### config.mk
export PLATFORM = sky130hd
export DESIGN_NAME = slc3_datapath_param
export DESIGN_NICKNAME = d
export VERILOG_FILES = /design/src/rtl/slc3_datapath_param.sv
export SDC_FILE = /design/constraint.sdc
export NUM_CORES = 1
export LEC_CHECK = 0
export CAP_MARGIN = 20
export CELL_PAD_IN_SITES_DETAIL_PLACEMENT = 0
export CELL_PAD_IN_SITES_GLOBAL_PLACEMENT = 1
export CORE_UTILIZATION = 45
export DETAILED_ROUTE_END_ITERATION = 10
export GPL_TIMING_DRIVEN = 1
export PLACE_DENSITY_LB_ADDON = 0.1
export SKIP_LAST_GASP = 1
export SLEW_MARGIN = 15
export SYNTH_ARGS = -nofsm -noshare
export SYNTH_HDL_FRONTEND = slang
export SYNTH_SLANG_ARGS = --single-unit
### constraint.sdc
create_clock -name clk -period 9.5 [get_ports clk]
set_clock_uncertainty 0.15 [all_clocks]
set_input_delay 1.425 -clock clk [delete_from_list [all_inputs] [get_ports clk]]
set_output_delay 1.425 -clock clk [all_outputs]
set_load 0.02 [all_outputs]
### src/rtl/slc3_datapath_param.sv
// SLC-3 datapath: PC/IR/MAR/MDR, 8-entry register file, ALU, address adder,
// shared bus with contention detection, NZP condition codes and registered BEN.
module slc3_datapath_param #(
  parameter int unsigned           DATA_W   = 16,
  parameter logic [DATA_W-1:0]     RESET_PC = '0
) (
  input  logic              clk,
  input  logic              reset,
  input  logic              LD_REG,
  input  logic              LD_BEN,
  input  logic              LD_CC,
  input  logic              LD_IR,
  input  logic              LD_PC,
  input  logic              LD_MAR,
  input  logic              LD_MDR,
  input  logic              GateALU,
  input  logic              GatePC,
  input  logic              GateMARMUX,
  input  logic              GateMDR,
  input  logic              DRMUX,
  input  logic              SR1MUX,
  input  logic              ADDR1MUX,
  input  logic              MIO_EN,
  input  logic [1:0]        ADDR2MUX,
  input  logic [1:0]        ALUK,
  input  logic [1:0]        PCMUX,
  input  logic [DATA_W-1:0] MDR_In,
  output logic              BEN,
  output logic [DATA_W-1:0] IR,
  output logic [DATA_W-1:0] PC,
  output logic [DATA_W-1:0] MAR,
  output logic [DATA_W-1:0] MDR,
  output logic [DATA_W-1:0] bus,
  output logic [2:0]        cc,
  output logic              bus_conflict
);

  logic [DATA_W-1:0] r_pc, r_ir, r_mar, r_mdr;
  logic [DATA_W-1:0] r_regs [8];
  logic [2:0]        r_cc;
  logic              r_ben;

  logic [2:0]        w_dr, w_sr1, w_sr2;
  logic [DATA_W-1:0] w_sr1_val, w_sr2_val;
  logic [DATA_W-1:0] w_sext5, w_sext6, w_sext9, w_sext11;
  logic [DATA_W-1:0] w_alu_b, w_alu;
  logic [DATA_W-1:0] w_addr1, w_addr2, w_sum;
  logic [DATA_W-1:0] w_pc_inc, w_pc_next;
  logic [DATA_W-1:0] w_bus;
  logic              w_conflict;
  logic [2:0]        w_cc_next;

  assign w_dr  = DRMUX  ? 3'd7      : r_ir[11:9];
  assign w_sr1 = SR1MUX ? r_ir[8:6] : r_ir[11:9];
  assign w_sr2 = r_ir[2:0];

  assign w_sr1_val = r_regs[w_sr1];
  assign w_sr2_val = r_regs[w_sr2];

  assign w_sext5  = {{(DATA_W-5){r_ir[4]}},   r_ir[4:0]};
  assign w_sext6  = {{(DATA_W-6){r_ir[5]}},   r_ir[5:0]};
  assign w_sext9  = {{(DATA_W-9){r_ir[8]}},   r_ir[8:0]};
  assign w_sext11 = {{(DATA_W-11){r_ir[10]}}, r_ir[10:0]};

  assign w_alu_b = r_ir[5] ? w_sext5 : w_sr2_val;

  always_comb begin
    w_alu = w_sr1_val;
    case (ALUK)
      2'b00:   w_alu = w_sr1_val + w_alu_b;
      2'b01:   w_alu = w_sr1_val & w_alu_b;
      2'b10:   w_alu = ~w_sr1_val;
      default: w_alu = w_sr1_val;
    endcase
  end

  assign w_addr1 = ADDR1MUX ? w_sr1_val : r_pc;

  always_comb begin
    w_addr2 = '0;
    case (ADDR2MUX)
      2'b00:   w_addr2 = '0;
      2'b01:   w_addr2 = w_sext6;
      2'b10:   w_addr2 = w_sext9;
      default: w_addr2 = w_sext11;
    endcase
  end

  assign w_sum = w_addr1 + w_addr2;

  // Any pair of gates driving together is contention; bus is forced to 0.
  assign w_conflict = (GateALU & GatePC) | (GateALU & GateMARMUX) |
                      (GateALU & GateMDR) | (GatePC & GateMARMUX) |
                      (GatePC & GateMDR) | (GateMARMUX & GateMDR);

  always_comb begin
    w_bus = '0;
    if (!w_conflict) begin
      if (GateMARMUX)   w_bus = w_sum;
      else if (GatePC)  w_bus = r_pc;
      else if (GateALU) w_bus = w_alu;
      else if (GateMDR) w_bus = r_mdr;
    end
  end

  assign w_pc_inc = r_pc + {{(DATA_W-1){1'b0}}, 1'b1};

  always_comb begin
    w_pc_next = r_pc;
    case (PCMUX)
      2'b00:   w_pc_next = w_pc_inc;
      2'b01:   w_pc_next = w_bus;
      2'b10:   w_pc_next = w_sum;
      default: w_pc_next = r_pc;
    endcase
  end

  always_comb begin
    if (w_bus[DATA_W-1])  w_cc_next = 3'b100;
    else if (w_bus == '0) w_cc_next = 3'b010;
    else                  w_cc_next = 3'b001;
  end

  always_ff @(posedge clk or negedge reset) begin
    if (!reset) begin
      r_pc  <= RESET_PC;
      r_ir  <= '0;
      r_mar <= '0;
      r_mdr <= '0;
      r_cc  <= 3'b010;
      r_ben <= 1'b0;
    end else begin
      if (LD_PC)  r_pc  <= w_pc_next;
      if (LD_IR)  r_ir  <= w_bus;
      if (LD_MAR) r_mar <= w_bus;
      if (LD_MDR) r_mdr <= MIO_EN ? MDR_In : w_bus;
      if (LD_CC)  r_cc  <= w_cc_next;
      // BEN samples the pre-edge IR and cc.
      if (LD_BEN) r_ben <= (r_ir[11] & r_cc[2]) | (r_ir[10] & r_cc[1]) |
                           (r_ir[9] & r_cc[0]);
    end
  end

  always_ff @(posedge clk or negedge reset) begin
    if (!reset) begin
      for (int unsigned i = 0; i < 8; i++) r_regs[i] <= '0;
    end else if (LD_REG) begin
      r_regs[w_dr] <= w_bus;
    end
  end

  assign PC           = r_pc;
  assign IR           = r_ir;
  assign MAR          = r_mar;
  assign MDR          = r_mdr;
  assign cc           = r_cc;
  assign BEN          = r_ben;
  assign bus          = w_bus;
  assign bus_conflict = w_conflict;

endmodule

# Word level (Yosys, flattened, before mapping)
# Cells that the tools add are included.
[classes] addsub=3 magnitude_cmp=4 eq_ne=6 mux=24 bitwise_logic=21 reduce_logical=7
[op_table] operator="$mux 16" n=13
[op_table] operator="$pmux 16 s3" n=3
[op_table] operator="$bwmux 128" n=1
[op_table] operator="$bmux 16 s3" n=2
[op_table] operator="$demux 16 s3" n=1
[op_table] operator="$add 16x16->16" n=2
[op_table] operator="$add 16x1->16 const B" n=1
[op_table] operator="$and 16x16->16" n=1
[op_table] operator="$logic_not 16->1" n=1
[op_table] operator="$not 16->16" n=1
[op_table] operator="$ge 4x4->1 const B" n=3
[op_table] operator="$not 3->4" n=3
[op_table] operator="$and 1x1->1" n=9
[op_table] operator="$mux 3" n=3
[op_table] operator="$or 1x1->1" n=7
[op_table] operator="$eq 2x1->1 const B" n=3
[op_table] operator="$eq 2x2->1 const B" n=3
[op_table] operator="$logic_not 2->1" n=3
[op_table] operator="$lt 4x1->1 const B" n=1
[op_table] operator="$reduce_bool 3->1" n=1
[op_table] operator="$mux 2" n=1
[op_table] operator="$reduce_and 2->1" n=1
[op_table] operator="$logic_and 1x1->1" n=1
[word_totals] register_bits=196 in_bits=39 out_inout_bits=85 wordCells=79

# Longest topological paths before layout
# Gate-level depths: netlist of the first run.
[logic_depth] ltp_word=14 ltp_mapped=24 depth_no_buf=20

# Worst setup path after synthesis of the first run
# Ideal clock, no wire load.
[synth_timing] path_kind="in2out" from="input port SR1MUX" to="output port bus[15]" arrival_time_ns=5.680 required_ns=7.925 slack_ns=2.245 path_stages=22 path_buffers=6 cell_sequence="buf_6 mux2i_1 buf_2 buf_4 buf_2 mux2i_1 nand2_1 a21oi_1 a31oi_1 mux2_2 ha_1 nand2_1 nor2_1 a211oi_1 o22a_1 a31oi_1 xnor2_1 a21o_1 or4_1 nand2_1 clkbuf_1 buf_4"
[synth_between] elab_chain_len=11 elab_cells_between_ends=15 cone_classes="add/sub (2); mux (10); bitwise (3)"
[synth_lines] element="from (decl)" line="21" text="input logic SR1MUX,"
[synth_lines] element="$mux 3 *" line="54" text="assign w_sr1 = SR1MUX ? r_ir[8:6] : r_ir[11:9];"
[synth_lines] element="$not 3->4 (implied by the code) *" line="57" text="assign w_sr1_val = r_regs[w_sr1];"
[synth_lines] element="$bmux 16 s3 *" line="57"
[synth_lines] element="$mux 16 (implied by the code) * (2 in series)" line="57"
[synth_lines] element="$add 16x16->16, or another cell as far along" line="70" text="2'b00: w_alu = w_sr1_val + w_alu_b;"
[synth_lines] element="$pmux 16 s3" line="69" text="case (ALUK)"
[synth_lines] element="$mux 16" line="101" text="else if (GateALU) w_bus = w_alu;"
[synth_lines] element="$mux 16" line="100" text="else if (GatePC) w_bus = r_pc;"
[synth_lines] element="$mux 16 *" line="99" text="if (GateMARMUX) w_bus = w_sum;"
[synth_lines] element="$mux 16 *" line="98" text="if (!w_conflict) begin"
[synth_lines] element="to (decl)" line="33" text="output logic [DATA_W-1:0] bus,"
# Mark *: on every way between the ends. The rest lies on a longest branch, timed or not. The select of a mux whose other input is x is not followed.

# Final worst setup path of the first run
# Ends and elaborated chain as after synthesis.

==> metrics.txt, run 1 <==
initial antenna violation count=1; HPWL after detailed placement=38,500 µm; final weighted congestion of routability-driven global placement=0.946; share of the cycle needed by the critical path after routing=93.9%; via count=12,800; overall power=4290 µW; CTS max path bufs=2; stage delay of the slowest cell on the critical path=0.70 ns; power density of the placed cells=261 mW/mm²; initial cell density of the core=45.8%; Post-Synthesis Cell Area=0.0141 mm²; vias in the first global route=12,100; # fillers=2,894; final hold viol count=0; number of cells on the worst hold path=2; worst r2r src=IR[9]; total of cells resized after clock tree synthesis=0; Distinct cells, synth=96; Skew-Pair Late Insertion Delay=0.46 ns; setup repair after global routing missed its margin=false; largest area contributor in the netlist=dfrtp_1; number of flops mapped to enable cells by yosys=0; setup total negative slack=0 ns; number of warning messages in the yosys log=0; final layout net count=1,698; Max Clk Rate=0.112 GHz; share of flip-flops with an asynchronous set or reset after synthesis=100%; Hold WC Path Type=reg2reg; GRT Residual Overflow=0; placed instance area=0.0158 mm²; Critical Path Source=SR1MUX; post-CTS repair timing setup buffer count=0; Adder-Cell Fraction of Synth Area=3.23%; final instance count without filler cells=2,035; average instance area after synthesis=9.12 µm²; Least-Margin Pin Slew=1.06 ns; synthesized instance count=1,541; instance count on the critical path=17; Vert. Die Dim=179 µm; Routed Antenna Nets=0; synthesized flop and latch total=196; library cell with the highest instance count after synthesis=dfrtp_1; growth of design area from synthesis to finish=17.2%; multiplexer area fraction after synthesis=19.2%; footprint of the multi-input gates=0.00851 mm²; required time of the worst setup path=7.93 ns; minimum clock period=8.93 ns; GR Util All Layers=33.8%; count of final setup violators=0; TritonCTS clock tree=built; part of the Yosys area used for sequential elements=34.9%; area share of and/or/nand/nor cells after synthesis=15.0%; number of max-slew violations in the final report=0; launching element type of the critical path=input pin; reported leakage power=0.00728 µW; overall routed net length=52,900 µm; Primary FF master, synth=dfrtp_1; worst setup path category=in2out; biggest area contributors in the synthesized netlist=dfrtp_1 (35%), mux2_2 (10%), mux4_2 (4.8%); Crit path max-delay family=buffers and inverters; area of the core region=0.0307 mm²; kind of capture point of the worst setup path=output port; clock-pin slew on the worst setup and hold paths=0.07 ns; number of port buffers=123; Syn Nets=1,614; remaining max-slew budget at the tightest pin=29.1%; Max Cap Violations=0; Clock Root Buffer=clkbuf_16; parity-gate share of the synthesized area counting xor and xnor cells=1.32%; clk sinks=196; proportion of layout cells with a drive suffix above 1=18.1%; # IOs=124; post-synth top area share=34.7%; number of core rows=64; DRT iter0 DRCs=1,313; wire length of the first global-routing pass=78,500 µm; DR pass1 iterations=5; combinational family with the most area after synthesis=compound AO/OA/AOI/OAI gates; worst voltage drop across the vdd grid=0.000182 V; cells on worst reg2reg path=20; final std cell area, no fill=0.0165 mm²; slowest stage cell on the critical path=clkdlybuf4s50_1; number of vias per cell after detailed routing=6.30; leading cell types by count after synthesis=dfrtp_1 (195), nor2_1 (137), a21oi_1 (133); data arrival time of the critical path=7.35 ns; depth of the CTS H-tree=4; maximum number of pins on one net before global-route repair=78; number of buffers added by the clock tree synthesis step=17; ordered list of cells on the worst path=clkdlybuf4s50_1 -> buf_4 -> mux2i_4 -> buf_4 -> mux2_2 -> o22ai_1 -> a311o_1 -> mux2i_1 -> ha_1 -> nand3_1 -> o22a_1 -> a31oi_1 -> xnor2_1 -> a21o_1 -> or4_1 -> nand2_1 -> clkdlybuf4s50_1; number of instances in the placed design=2,002; status=finished, final reports clean; origin of the worst min-delay path=cc[1]; total area of sequential cells=0.00491 mm²; detailed-route wire length per cell=26.0 µm; remaining routing DRC violations=0; compound-gate portion of the synthesized area=21.2%; CTS Hold Bufs=0; Die Wd=179 µm; crit-path max FO=20; Die ar.=0.0320 mm²; worst-case hold slack=0.352 ns; buffer and inverter count on the worst path=4
-- metrics by stage --
step           utilization [%]  setup WS (ns)
3_5_place_dp              51.6          0.656
6_report                  53.7          0.575
2_1_floorplan                -           2.24
3_3_place_gp              51.6          0.628
4_1_cts                   53.7          0.634
5_1_grt                   53.7          0.400
-- routing by layer --
layer	vias up	GRT usage (%)	routed length, µm
li1	5846	-	-
met1	6414	47.2	23800
met2	489	52.9	24300
met3	81	4.16	2920
met4	0	13.7	1900
met5	-	0	0
-- where the power goes --
part,switching (µW),total (µW),internal (µW)
registers,259,1320,1060
clock network,353,813,459
logic,1250,2160,908
total,1860,4290,2430
-- kinds of logic after synthesis --
| kind of cell | after synthesis |
|---|---|
| AND/OR/NAND/NOR | 442 |
| buffers and inverters | 177 |
| XOR/XNOR | 19 |
| flip-flops | 196 |
| multiplexers | 215 |
| AO/OA/AOI/OAI | 456 |
| adder cells (fa/ha/maj) | 36 |
-- path summary, 6_finish.rpt --
path                            slack (ns)         end
worst max-delay path                  0.57     bus[15]
worst min-delay path                  0.35       cc[1]
worst max register to register        2.21       cc[0]
worst min register to register        0.35       cc[1]
max in group asynchronous             6.93  r_regs[61]
min in group asynchronous             0.83       PC[1]
-- placed cells by master (no fill, tap or decap), types with 6 or more instances in the layout --
master           synthesis  final
nand2_1                125    125
a211oi_1                37     36
mux2i_1                 52     51
or3_1                    9      9
nand3_1                 33     33
dfrtp_1                195    194
nor2_1                 137    136
mux4_2                  30     30
and3_1                  13     13
clkbuf_16                0     17
buf_4                    4     63
clkdlybuf4s50_1          0    122
nand2b_1                18     18
o21ai_0                 91     90
mux2_2                 131    131
a221oi_1                18     17
o22ai_1                 22     22
o221ai_1                 6      6
nor3_1                  22     20
o31ai_1                  9      9
a21o_1                  21     21
and2_1                  14     14
nor2b_1                 37     37
a21oi_1                133    133
xnor2_1                  9      9
ha_1                    33     33
xor2_1                   9      9
inv_1                   52     52
o211ai_1                17     17
a31oi_1                 17     17
-- state kept, by name (all words and copies together), names as in the netlist --
signal and count:
BEN 1, IR 16, MAR 16, MDR 16
PC 16, cc 3, r_regs 128
-- cell type report --
class	count	share of cell area, %
Antenna cell	2	0.0304
Clock buffer	19	2.75
Clock inverter	12	1.14
Inverter	56	1.28
Multi-Input combinational cell	1168	51.7
Sequential cell	196	29.8
Tap cell	396	3.01
Timing Repair Buffer	186	10.4
-- worst reg2reg max path, stage by stage (launching register included) --
cell	delay (ns)
dfrtp_1	0.99
mux2_4	0.60
nand2b_1	0.14
a211o_1	0.31
a2bb2oi_1	0.48
a21oi_1	0.15
ha_1	0.25
fa_1	0.50
a211oi_1	0.27
o21ai_0	0.29
a31oi_1	0.27
xor2_1	0.24
a21oi_1	0.16
buf_4	0.17
nand3_1	0.11
and3_1	0.18
inv_1	0.10
or4_1	0.55
or4_1	0.44
or4_1	0.63
o211a_1	0.19
Power figures use the tool's default switching activity.
==> inputs of run 2 (changes only) <==
GPL_ROUTABILITY_DRIVEN = 1   (was not set)
==> results of run 2 <==
Same layout as run 1: the final DEF is identical, and so are final timing and power.
==> inputs of run 3 (changes only) <==
CORE_ASPECT_RATIO = 0.7   (was not set)
==> run 3 against run 2 <==
Against the previous run: first-iteration DRC count increased by 14%; fmax decreased by 2.2%; register-to-register slack improved by 0.22 ns; wire length is 0.71% higher; global-route usage up 0.35 points; sequential power is essentially flat.
==> metrics.txt, run 3 (synthesized netlist as in run 1, its figures left out) <==
power density of the placed cells=258 mW/mm²; number of core rows=53; initial antenna violation count=0; growth of design area from synthesis to finish=16.7%; # fillers=2,829; final layout net count=1,693; Die Wd=213 µm; instance count on the critical path=17; final hold viol count=0; Die ar.=0.0320 mm²; total of cells resized after clock tree synthesis=0; worst setup path category=in2out; share of total power in the clock network=17.7%; buffer and inverter count on the worst path=3; slowest stage cell on the critical path=clkdlybuf4s50_1; area of the core region=0.0304 mm²; HPWL after detailed placement=38,100 µm; depth of the CTS H-tree=4; largest register by flop count=r_regs; Max Cap Violations=0; DR pass1 iterations=8; count of final setup violators=0; # IOs=124; combinational group share of total power=51.2%; Max Clk Rate=0.110 GHz; proportion of layout cells with a drive suffix above 1=17.9%; via count=13,000; Least-Margin Pin Slew=1.04 ns; Vert. Die Dim=150 µm; GRT Residual Overflow=0; worst r2r src=IR[9]; number of cells on the worst hold path=1; maximum number of pins on one net before global-route repair=70; Routed Antenna Nets=0; worst-case hold slack=0.358 ns; overall routed net length=53,300 µm; detailed-route wire length per cell=26.1 µm; Crit path max-delay family=compound AO/OA/AOI/OAI gates; kind of capture point of the worst setup path=output port; most common cell after layout, fill and taps aside=dfrtp_1; vias in the first global route=12,200; origin of the worst min-delay path=MAR[1]; clk sinks=196; clock-pin slew on the worst setup and hold paths=0.08 ns; post-CTS repair timing setup buffer count=0; setup repair after global routing missed its margin=false; antenna fix cells=0; flip-flop count of the largest register after layout=128; crit-path max FO=27; Critical Path Source=SR1MUX; ordered list of cells on the worst path=clkdlybuf4s50_1 -> buf_4 -> mux2i_2 -> nand2_1 -> or3_1 -> and3_1 -> mux2_2 -> fa_1 -> a211oi_1 -> o21ai_0 -> a31oi_1 -> xor2_1 -> a21oi_1 -> nand2_1 -> a311o_1 -> o211ai_1 -> clkdlybuf4s50_1; worst voltage drop across the vdd grid=0.000146 V; TritonCTS clock tree=built; launching element type of the critical path=input pin; reported leakage power=0.00723 µW; data arrival time of the critical path=7.55 ns; setup total negative slack=0 ns; final weighted congestion of routability-driven global placement=0.949; initial cell density of the core=46.3%; number of buffers added by the clock tree synthesis step=17; overall power=4240 µW; Skew-Pair Late Insertion Delay=0.47 ns; Hold WC Path Type=reg2reg; CTS max path bufs=2; net switching power=1920 µW; share of power burned in registers=31.1%; remaining routing DRC violations=0; GR Util All Layers=34.1%; Pint=2330 µW; share of the cycle needed by the critical path after routing=96.1%; stage delay of the slowest cell on the critical path=0.89 ns; number of max-slew violations in the final report=0; wire length of the first global-routing pass=79,200 µm; Clock Root Buffer=clkbuf_16; minimum clock period=9.13 ns; remaining max-slew budget at the tightest pin=30.7%; required time of the worst setup path=7.93 ns; cells on worst reg2reg path=20; CTS Hold Bufs=0; number of vias per cell after detailed routing=6.36; number of port buffers=123; switching portion of total power=45.2%; status=finished, final reports clean; highest-count cells in the layout ignoring fill and taps=dfrtp_1 (194), nor2_1 (136), a21oi_1 (132); DRT iter0 DRCs=1,502
==> run 3: area by class of cell <==
class                   count  area (µm²)  area share [%]
well taps                 412         515            3.14
clock buffers              18         429            2.62
flip-flops and latches    196        4910            29.9
inverters                  56         210            1.28
repair buffers            181        1670            10.2
multi-input cells        1168        8520            51.9
clock inverters            14         160           0.976
==> run 3: metal layers <==
layer / part of all wire [%] / wire length (µm) / up-vias / global-route usage [%]
met5: 0 / 0 / - / 0
met4: 2.1 / 1130 / 0 / 8.43
met3: 9.4 / 4990 / 73 / 8.71
met2: 41 / 22000 / 597 / 47.9
met1: 47 / 25200 / 6518 / 51.6
li1: - / - / 5826 / -
==> run 3: path summary, 6_finish.rpt <==
path,end,slack [ns]
worst min register to register,MAR[1],0.36
worst min-delay path,MAR[1],0.36
worst max register to register,cc[0],2.43
max in group asynchronous,IR[0],7.05
min in group asynchronous,MAR[3],0.78
worst max-delay path,bus[9],0.37
==> run 3: power by group through the flow <==
stage | sequential (µW) | combinational (µW) | clock (µW)
finish | 1320 | 2170 | 750
global placement | 1320 | 2100 | 0
CTS | 1310 | 2130 | 759
floorplan | 1290 | 1390 | 0
global route | 1350 | 2330 | 792
detailed placement | 1330 | 2120 | 0
==> run 3: through the flow <==
step / utilization [%] / worst slack (ns) / instance area (µm²) / cells
2_1_floorplan: - / 2.24 / 14100 / 1541
3_3_place_gp: 52.1 / 0.677 / 15800 / 2013
3_5_place_dp: 52.1 / 0.567 / 15800 / 2013
4_1_cts: 54.0 / 0.548 / 16400 / 2045
5_1_grt: 54.0 / 0.179 / 16400 / 2045
6_report: 54.0 / 0.373 / 16400 / 2045
